$ cat config.mk
export PLATFORM = sky130hd
export DESIGN_NAME = spi_master_stream
export DESIGN_NICKNAME = d
export VERILOG_FILES = /design/src/rtl/spi_pkg.sv /design/src/rtl/spi_clk_div.sv /design/src/rtl/spi_master_stream.sv
export SDC_FILE = /design/constraint.sdc
export NUM_CORES = 1
export LEC_CHECK = 0
export ABC_CLOCK_PERIOD_IN_PS = 2900
export BUFFER_PORTS_ARGS = -buffer_cell sky130_fd_sc_hd__buf_4
export CORE_MARGIN = 2
export CORE_UTILIZATION = 35
export DETAILED_ROUTE_END_ITERATION = 8
export PLACE_DENSITY = 0.57
export SLEW_MARGIN = 20
export SYNTH_ARGS = -nofsm -noshare
export SYNTH_HDL_FRONTEND = slang
export SYNTH_HIERARCHICAL = 1
export SYNTH_SLANG_ARGS = --single-unit
$ cat constraint.sdc
create_clock -name clk -period 2.9 [get_ports clk]
set_input_delay 0.58 -clock clk [delete_from_list [all_inputs] [get_ports clk]]
set_output_delay 0.58 -clock clk [all_outputs]
set_load 0.02 [all_outputs]
$ cat src/rtl/spi_pkg.sv
// Shared types and constants for the streaming SPI master.
// Mode encoding is {cpol, cpha}.
package spi_pkg;

    typedef enum logic [2:0] {
        ST_IDLE  = 3'd0,
        ST_LEAD  = 3'd1,
        ST_SHIFT = 3'd2,
        ST_WAIT  = 3'd3,
        ST_TRAIL = 3'd4
    } spi_state_e;

    localparam logic [1:0] MODE0 = 2'b00;
    localparam logic [1:0] MODE1 = 2'b01;
    localparam logic [1:0] MODE2 = 2'b10;
    localparam logic [1:0] MODE3 = 2'b11;

    function automatic int sel_width(input int n);
        return (n > 1) ? $clog2(n) : 1;
    endfunction

endpackage

$ cat src/rtl/spi_clk_div.sv
// SCK divider: down-counter with terminal-count tick, plus lead/trail edge strobes.
// clr reloads the count and restarts at a leading edge.
module spi_clk_div #(
    parameter int DIV_W = 16
) (
    input  logic             clk,
    input  logic             rst_n,
    input  logic             clr,
    input  logic             run,
    input  logic             edge_en,
    input  logic [DIV_W-1:0] div,
    output logic             tick,
    output logic             lead_edge,
    output logic             trail_edge
);

    logic [DIV_W-1:0] cnt;
    logic             phase;

    always_ff @(posedge clk or negedge rst_n) begin
        if (!rst_n) begin
            cnt   <= '0;
            phase <= 1'b0;
        end else if (clr) begin
            cnt   <= div;
            phase <= 1'b0;
        end else if (run) begin
            if (cnt == '0) begin
                cnt <= div;
                if (edge_en) begin
                    phase <= ~phase;
                end
            end else begin
                cnt <= cnt - DIV_W'(1);
            end
        end
    end

    assign tick       = run && !clr && (cnt == '0);
    assign lead_edge  = tick && edge_en && !phase;
    assign trail_edge = tick && edge_en && phase;

endmodule

$ cat src/rtl/spi_master_stream.sv
// Streaming SPI master: one chip-select window per transaction, back-to-back words,
// configurable CPOL/CPHA and SCK divider, config latched at transaction start.
//
// state    | meaning
// ---------+--------------------------------------------------------------
// IDLE     | cs_n all high, sck follows cfg_cpol, tx_ready high
// LEAD     | cs_n asserted, setup time of one half-period before first edge
// SHIFT    | sck toggling, 2*DATA_W edges per word
// WAIT     | between words of one transaction, sck idle, cs_n held
// TRAIL    | hold time of one half-period after the last word
module spi_master_stream
    import spi_pkg::*;
#(
    parameter int DATA_W = 8,
    parameter int NUM_CS = 4,
    parameter int DIV_W  = 16
) (
    input  logic                         clk,
    input  logic                         rst_n,
    input  logic                         cfg_cpol,
    input  logic                         cfg_cpha,
    input  logic [DIV_W-1:0]             cfg_div,
    input  logic [sel_width(NUM_CS)-1:0] cfg_cs_sel,
    input  logic                         tx_valid,
    input  logic [DATA_W-1:0]            tx_data,
    input  logic                         tx_last,
    output logic                         tx_ready,
    output logic                         rx_valid,
    output logic [DATA_W-1:0]            rx_data,
    output logic                         busy,
    output logic                         sck,
    output logic                         mosi,
    input  logic                         miso,
    output logic [NUM_CS-1:0]            cs_n
);

    localparam int                SEL_W     = sel_width(NUM_CS);
    localparam int                ECNT_W    = $clog2(2 * DATA_W);
    localparam logic [ECNT_W-1:0] EDGE_LAST = ECNT_W'(2 * DATA_W - 1);
    localparam logic [ECNT_W-1:0] EDGE_PEN  = ECNT_W'(2 * DATA_W - 2);

    spi_state_e        state, state_nxt;
    logic              run_q;
    logic              load_word, cap_cfg;
    logic              sel_ok;

    logic              cpol_r, cpha_r, last_r;
    logic [DIV_W-1:0]  div_r;
    logic [SEL_W-1:0]  sel_r;

    logic [DATA_W-1:0] tx_sh, rx_sh;
    logic [ECNT_W-1:0] edge_cnt;

    logic              tick, lead_edge, trail_edge;
    logic              sample_now, shift_now, word_done, cpha_ld;
    logic [DIV_W-1:0]  div_in;

    logic              miso_s1, miso_s2;
    logic [1:0]        smp_d, smpl_d;

    assign sel_ok     = (32'(cfg_cs_sel) < 32'(NUM_CS));
    assign sample_now = cpha_r ? trail_edge : lead_edge;
    assign shift_now  = cpha_r ? lead_edge : trail_edge;
    assign word_done  = trail_edge && (edge_cnt == EDGE_LAST);
    assign cpha_ld    = (state == ST_IDLE) ? cfg_cpha : cpha_r;
    assign div_in     = (state == ST_IDLE) ? cfg_div : div_r;
    assign busy       = (state != ST_IDLE);

    spi_clk_div #(
        .DIV_W (DIV_W)
    ) u_clk_div (
        .clk        (clk),
        .rst_n      (rst_n),
        .clr        ((state == ST_IDLE) || (state == ST_WAIT)),
        .run        ((state == ST_LEAD) || (state == ST_SHIFT) || (state == ST_TRAIL)),
        .edge_en    (state == ST_SHIFT),
        .div        (div_in),
        .tick       (tick),
        .lead_edge  (lead_edge),
        .trail_edge (trail_edge)
    );

    always_ff @(posedge clk or negedge rst_n) begin
        if (!rst_n) begin
            state <= ST_IDLE;
            run_q <= 1'b0;
        end else begin
            state <= state_nxt;
            run_q <= 1'b1;
        end
    end

    always_comb begin
        state_nxt = state;
        tx_ready  = 1'b0;
        load_word = 1'b0;
        cap_cfg   = 1'b0;
        case (state)
            ST_IDLE: begin
                tx_ready = run_q;
                // Out-of-range selects are consumed without starting a transaction.
                if (run_q && tx_valid && sel_ok) begin
                    load_word = 1'b1;
                    cap_cfg   = 1'b1;
                    state_nxt = ST_LEAD;
                end
            end
            ST_LEAD: begin
                if (tick) begin
                    state_nxt = ST_SHIFT;
                end
            end
            ST_SHIFT: begin
                if (word_done) begin
                    if (last_r) begin
                        state_nxt = ST_TRAIL;
                    end else begin
                        tx_ready = 1'b1;
                        if (tx_valid) begin
                            load_word = 1'b1;
                        end else begin
                            state_nxt = ST_WAIT;
                        end
                    end
                end
            end
            ST_WAIT: begin
                tx_ready = 1'b1;
                if (tx_valid) begin
                    load_word = 1'b1;
                    state_nxt = ST_SHIFT;
                end
            end
            ST_TRAIL: begin
                if (tick) begin
                    state_nxt = ST_IDLE;
                end
            end
            default: state_nxt = ST_IDLE;
        endcase
    end

    always_ff @(posedge clk or negedge rst_n) begin
        if (!rst_n) begin
            cpol_r <= 1'b0;
            cpha_r <= 1'b0;
            div_r  <= '0;
            sel_r  <= '0;
        end else if (cap_cfg) begin
            cpol_r <= cfg_cpol;
            cpha_r <= cfg_cpha;
            div_r  <= cfg_div;
            sel_r  <= cfg_cs_sel;
        end
    end

    // CPHA=0 presents the MSB at load time; CPHA=1 shifts it out on the first edge.
    always_ff @(posedge clk or negedge rst_n) begin
        if (!rst_n) begin
            tx_sh    <= '0;
            mosi     <= 1'b0;
            last_r   <= 1'b0;
            edge_cnt <= '0;
        end else if (load_word) begin
            last_r   <= tx_last;
            edge_cnt <= '0;
            if (cpha_ld) begin
                tx_sh <= tx_data;
            end else begin
                tx_sh <= {tx_data[DATA_W-2:0], 1'b0};
                mosi  <= tx_data[DATA_W-1];
            end
        end else begin
            if (lead_edge || trail_edge) begin
                edge_cnt <= word_done ? '0 : edge_cnt + ECNT_W'(1);
            end
            if (shift_now && !word_done) begin
                mosi  <= tx_sh[DATA_W-1];
                tx_sh <= {tx_sh[DATA_W-2:0], 1'b0};
            end
        end
    end

    always_ff @(posedge clk or negedge rst_n) begin
        if (!rst_n) begin
            sck <= 1'b0;
        end else if (state == ST_IDLE) begin
            sck <= cfg_cpol;
        end else if (state == ST_SHIFT) begin
            if (lead_edge || trail_edge) begin
                sck <= ~sck;
            end
        end else begin
            sck <= cpol_r;
        end
    end

    // Samples are taken two clocks after the SCK edge so the capture sees the
    // synchroniser output for the miso level present at that edge.
    always_ff @(posedge clk or negedge rst_n) begin
        if (!rst_n) begin
            miso_s1  <= 1'b0;
            miso_s2  <= 1'b0;
            smp_d    <= '0;
            smpl_d   <= '0;
            rx_sh    <= '0;
            rx_data  <= '0;
            rx_valid <= 1'b0;
        end else begin
            miso_s1  <= miso;
            miso_s2  <= miso_s1;
            smp_d    <= {smp_d[0], sample_now};
            smpl_d   <= {smpl_d[0], sample_now && (edge_cnt >= EDGE_PEN)};
            rx_valid <= 1'b0;
            if (smp_d[1]) begin
                rx_sh <= {rx_sh[DATA_W-2:0], miso_s2};
                if (smpl_d[1]) begin
                    rx_data  <= {rx_sh[DATA_W-2:0], miso_s2};
                    rx_valid <= 1'b1;
                end
            end
        end
    end

    always_comb begin
        cs_n = '1;
        for (int i = 0; i < NUM_CS; i++) begin
            if (busy && (sel_r == SEL_W'(i))) begin
                cs_n[i] = 1'b0;
            end
        end
    end

endmodule
# After elaboration in Yosys (flattened, before gate mapping)
# Index checks and enable logic that the tools add are counted.
dict set report totals {
  reg_bits 78
  out_inout_bits 17
  word_cells 120
  in_bits 33
}
dict set report op_classes {
  n_lt_le_gt_ge 1
  addsub 2
  reduce_logical 33
  n_eq_ne 16
  n_bitwise 2
  mux 46
}
# op count
set op_table {}
lappend op_table {{16-bit 2-to-1 mux} 4}
lappend op_table {{1-bit 2-to-1 mux} 26}
lappend op_table {{8-bit 2-to-1 mux} 3}
lappend op_table {{3-bit 2-to-1 mux} 7}
lappend op_table {{16-bit logical NOT} 1}
lappend op_table {{16-bit by 1-bit subtractor with 16-bit output (second input constant)} 1}
lappend op_table {{3-bit one-hot mux with 5 select lines} 1}
lappend op_table {{1-bit logical AND} 13}
lappend op_table {{4-bit 2-to-1 mux} 3}
lappend op_table {{2-bit nonzero test} 5}
lappend op_table {{3-bit by 2-bit == test with 1-bit output (second input constant)} 2}
lappend op_table {{2-bit by 1-bit inequality test with 1-bit output (second input constant)} 3}
lappend op_table {{2-bit inequality test (second input constant)} 3}
lappend op_table {{3-bit inequality test (second input constant)} 2}
lappend op_table {{1-bit one-hot mux with 3 select lines} 2}
lappend op_table {{6-bit AND reduction} 1}
lappend op_table {{4-bit by 1-bit adder with 4-bit output (second input constant)} 1}
lappend op_table {{2-bit == test (second input constant)} 2}
lappend op_table {{4-bit == test (second input constant)} 1}
lappend op_table {{4-bit greater-or-equal comparator (second input constant)} 1}
lappend op_table {{1-bit logical OR} 4}
lappend op_table {{2-bit AND reduction} 2}
lappend op_table {{3-bit by 1-bit == test with 1-bit output (second input constant)} 1}
lappend op_table {{3-bit == test (second input constant)} 1}
lappend op_table {{7 further kinds} 10}

# Logic depth before layout (Yosys ltp)
dict set report logic_depth {
  depth_word 12
  ltp_mapped 14
  depth_no_buf 11
}

# By module
# Netlist, hierarchy kept.
# mod area_each_um2 seq_area_each_um2 n_inst cells_per_inst
set by_module_without_submodules {}
lappend by_module_without_submodules {spi_master_stream 2885.3 1526.5 1 271}
lappend by_module_without_submodules {spi_clk_div 1251.2 425.4 1 143}

# Worst setup path before layout
# No wires, ideal clock.
dict set report synth_timing {
  kind {register to output}
  start {register state[0]}
  end {output tx_ready}
  required_time_ps 2320
  path_slack_ps -305
  path_stages_with_launch 13
  arrival_time_ps 2625
  n_path_buf 2
  path_cell_list {dfrtp_1 > buf_4 > xor2_1 > nor2_1 > nor2_1 > clkbuf_1 > inv_1 > nor3_1 > and3_1 > nand4_2 > nor3b_2 > nor2_1 > nor2_1}
}
dict set report synth_between {
  elab_chain_len 10
  elab_cells_between_ends 16
  classes_between {eq/ne (4); mux (2); reduce/logical (10)}
}
# item line
set synth_rtl {}
lappend synth_rtl {{start, declared} spi_master_stream.sv:42} ;# spi_state_e state, state_nxt;
lappend synth_rtl {{start signal, assigned} spi_master_stream.sv:88} ;# state <= state_nxt;
lappend synth_rtl {{3-bit by 1-bit == test with 1-bit output, or another cell as far along} spi_master_stream.sv:75} ;# .run ((state == ST_LEAD) || (state == ST_SHIFT) || (state == ST_TRAIL)),
lappend synth_rtl {{1-bit logical OR (on tied branches)} {spi_master_stream.sv:75, spi_master_stream.sv:74}}
lappend synth_rtl {{1-bit logical OR / 1-bit logical NOT (equally long branches)} {spi_master_stream.sv:75, spi_clk_div.sv:39}}
lappend synth_rtl {{1-bit logical AND * (2 in a row)} spi_clk_div.sv:39} ;# assign tick = run && !clr && (cnt == '0);
lappend synth_rtl {{named net tick} spi_master_stream.sv:54} ;# logic tick, lead_edge, trail_edge;
lappend synth_rtl {{1-bit logical AND * (2 in a row)} spi_clk_div.sv:41} ;# assign trail_edge = tick && edge_en && phase;
lappend synth_rtl {{named net trail_edge} spi_master_stream.sv:54}
lappend synth_rtl {{1-bit logical AND *} spi_master_stream.sv:64} ;# assign word_done = trail_edge && (edge_cnt == EDGE_LAST);
lappend synth_rtl {{1-bit 2-to-1 mux *} spi_master_stream.sv:114} ;# if (word_done) begin
lappend synth_rtl {{1-bit one-hot mux with 3 select lines *} spi_master_stream.sv:98} ;# case (state)
lappend synth_rtl {{end, declared} spi_master_stream.sv:27} ;# output logic tx_ready,
# The timed path passes the listed nets; every way through them passes the cells marked *.

# Worst setup path in the final report
dict set report layout_timing {
  start {register u_clk_div.cnt[0]}
  end {output tx_ready}
}
dict set report layout_between {
  elab_chain_len 7
}
# item line
set layout_rtl {}
lappend layout_rtl {{start, declared} spi_clk_div.sv:17} ;# logic [DIV_W-1:0] cnt;
lappend layout_rtl {{start signal, assigned} spi_clk_div.sv:25} ;# cnt <= div;
lappend layout_rtl {{start signal, assigned} spi_clk_div.sv:29} ;# cnt <= div;
lappend layout_rtl {{start signal, assigned} spi_clk_div.sv:34} ;# cnt <= cnt - DIV_W'(1);
lappend layout_rtl {{16-bit logical NOT} spi_clk_div.sv:39}
lappend layout_rtl {{1-bit logical AND} spi_clk_div.sv:39}
lappend layout_rtl {{named net tick} spi_master_stream.sv:54}
lappend layout_rtl {{1-bit logical AND (2 in a row)} spi_clk_div.sv:41}
lappend layout_rtl {{named net trail_edge} spi_master_stream.sv:54}
lappend layout_rtl {{1-bit logical AND} spi_master_stream.sv:64}
lappend layout_rtl {{1-bit 2-to-1 mux} spi_master_stream.sv:114}
lappend layout_rtl {{1-bit one-hot mux with 3 select lines} spi_master_stream.sv:98}
# The timed path passes the listed nets, and every way through them passes these cells.

==> flow_summary.json <==
{
  "fill_cells": 1071,
  "path_clk_slew_ps": 60,
  "area_delta_synth_final_pct": 28.4,
  "syn_inst": 414,
  "drt-pass1-iter-count": 4,
  "clock_latency_ps": 340,
  "drive_gt1_frac": 0.345,
  "cts_buffer_depth": 2,
  "synth_seq_area_share": 0.472,
  "wirelength_um": 9620,
  "finalNonFillerCells": 644,
  "clock-sinks": 78,
  "ys.flop_type": "dfrtp_1",
  "skew_ps": 7.01,
  "violations": "negative setup slack",
  "ff2ff_setup_slack_ps": 210,
  "root_buffer": "clkbuf_16",
  "arrival_ps": 2420,
  "grtUsageTotal": 0.161,
  "antenna_left": 0,
  "synth_area_um2": 4140,
  "drt-initial-drc-count": 124,
  "dieArea_um2": 12700,
  "timing.final.crit_share": 1.03,
  "synth_cell_types": 54,
  "synth_edf_count": 0,
  "finalSetupTns_ps": -99.9,
  "max_freq_ghz": 0.333,
  "grt_pass1_wl_um": 16500,
  "layout_setup_ws_ps": -99.9,
  "avgSynthCellArea_um2": 9.99,
  "vias_per_cell": 5.20,
  "fin_crit_ps": 3000,
  "synth-seq-cells": 78,
  "drv_cap": 0,
  "dp_worst_setup_slack_ps": 28.1,
  "antenna_found_initial": 0,
  "ys_top_cells_by_count": "nand2_1 (80), dfrtp_1 (78), mux2_2 (38)",
  "maxSlewHeadroom": 0.536,
  "drc": 0,
  "fin_nets": 533,
  "antennaDiodeCount": 0,
  "cts_tree": "built",
  "first_global_vias": 3394,
  "die_x_um": 113,
  "synth_area_leaders": "dfrtp_1 (47%), mux2_2 (10%), nand2_1 (7.3%)",
  "die_h_um": 113,
  "wl_per_cell_um": 14.9,
  "num_vias": 3351,
  "coreArea_um2": 11500,
  "worst-path-max-fanout": 3,
  "vdd_ir_drop_max_mv": 0.352,
  "crit_required_ps": 2320,
  "tightest_slew_ps": 695,
  "dpl.hpwl_um": 6580,
  "rsz0062_at_grt": "true",
  "rows": 39,
  "finalSetupViolCount": 1,
  "start_util": 0.361,
  "crit_path_start_kind": "flop",
  "powerDensity_nw_per_um2": 453,
  "yosys.area.top_type": "dfrtp_1",
  "netlist.area_leader.share": 0.472,
  "p_leak_nw": 2.55,
  "grt_max_degree": 47,
  "dp_cells": 607,
  "hold_violations": 0,
  "synthArstFlopShare": 1.00,
  "numCtsBuffers": 9,
  "outcome": "finished, violations left",
  "min_path_type": "in -> async",
  "p_total_w": 0.00241,
  "slew_violations": 0,
  "cp-end-kind": "output pin",
  "place_congestion": 0.830,
  "h-tree-depth": 3,
  "worstSetupPathType": "reg -> out",
  "numPortBuffers": 49,
  "ys_warn_count": 6,
  "grt_overflow": 0,
  "synth_most_common_cell": "nand2_1",
  "syn_nets": 451,
  "io_pins": 50
}
[cell usage in the layout (no fill, tap or decap), drive strengths merged, types with 6 or more instances in the layout]
| cell type | n |
|---|---|
| buf | 93 |
| nand2 | 80 |
| dfrtp | 78 |
| mux2 | 41 |
| nor2 | 22 |
| nand3 | 19 |
| a21oi | 17 |
| o21ai | 15 |
| inv | 11 |
| mux2i | 10 |
| clkbuf | 10 |
| nor4 | 9 |
| o211ai | 8 |
| nand4 | 8 |
| nor3 | 8 |
| nand2b | 6 |
| nor2b | 6 |
[layer usage]
| metal | vias up | GRT usage | part of all wire |
|---|---|---|---|
| met5 | - | 0 | 0 |
| met3 | 6 | 0.0396 | 0.044 |
| li1 | 1642 | - | - |
| met4 | 0 | 0.0439 | 0.0090 |
| met2 | 63 | 0.267 | 0.50 |
| met1 | 1640 | 0.210 | 0.45 |
[layout make-up]
type                            instances  area (um2)  share of cell area
Clock buffer                           10         239              0.0450
Clock inverter                          6        85.1              0.0160
Timing Repair Buffer                   93         706               0.133
Multi-Input combinational cell        303        2110               0.397
Inverter                               11        41.3             0.00778
Sequential cell                        78        1950               0.368
Tap cell                              143         179              0.0337
[state kept, by name, summed over array words and instances (netlist names), 2 cells and up]
name           flops
sel_r              2
state              3
smp_d              2
u_clk_div/cnt     16
rx_sh              7
rx_data            8
tx_sh              8
smpl_d             2
edge_cnt           4
div_r             16
[metrics by stage]
| step | hold WS (ps) | util | area, um2 |
|---|---|---|---|
| 2_1_floorplan | 284 | - | 4170 |
| 3_3_place_gp | 337 | 0.414 | 4740 |
| 3_5_place_dp | 336 | 0.414 | 4740 |
| 4_1_cts | 261 | 0.456 | 5230 |
| 5_1_grt | 293 | 0.463 | 5310 |
| 6_report | 239 | 0.463 | 5310 |
[final timing paths]
kind	start	endpoint	cells after the start
setup reg to reg	u_clk_div/cnt[1]	u_clk_div/cnt[12]	17
hold reg to reg	miso_s1	miso_s2	0
max in group asynchronous	rst_n	state[0]	2
min in group clk	miso_s1	miso_s2	0
setup / recovery	u_clk_div/cnt[0]	tx_ready	11
hold / removal	rst_n	rx_valid	1
[what timing repair did]
action | 4_1_cts | 5_1_grt
buffers inserted | 18 | 6
resized for setup | 7 | 9
endpoints found under the hold margin | 0 | 0
pin swaps | 12 | 7
endpoints found under the setup margin | 1 | 6
hold buffers | 0 | 0
[power by group]
group	leakage, nW	internal [W]	switching (W)
sequential	1.00	0.00109	0.00000558
combinational	1.39	0.0000372	0.0000396
clock	0.154	0.000774	0.000456
[critical path, stage by stage (launching register included)]
cell,delay (ps)
dfrtp_1,390
inv_2,90
ha_4,120
nor4b_4,220
nand4_1,210
nor3_4,190
and3_4,230
nand4_4,100
nor3b_4,230
nor2_2,70
nor2_2,110
buf_6,130
[kinds of logic (layout without fill, tap and decap cells)]
| logic type | after synthesis | in the layout | share of synthesized area |
|---|---|---|---|
| AO/OA/AOI/OAI | 68 | 68 | 0.114 |
| other | 1 | 1 | 0.000907 |
| buffers and inverters | 33 | 120 | 0.0445 |
| AND/OR/NAND/NOR | 176 | 176 | 0.211 |
| adder cells (fa/ha/maj) | 4 | 4 | 0.0121 |
| XOR/XNOR | 3 | 3 | 0.00635 |
| multiplexers | 51 | 51 | 0.139 |
| flip-flops | 78 | 78 | 0.472 |
(Power assumes the default switching activity.)
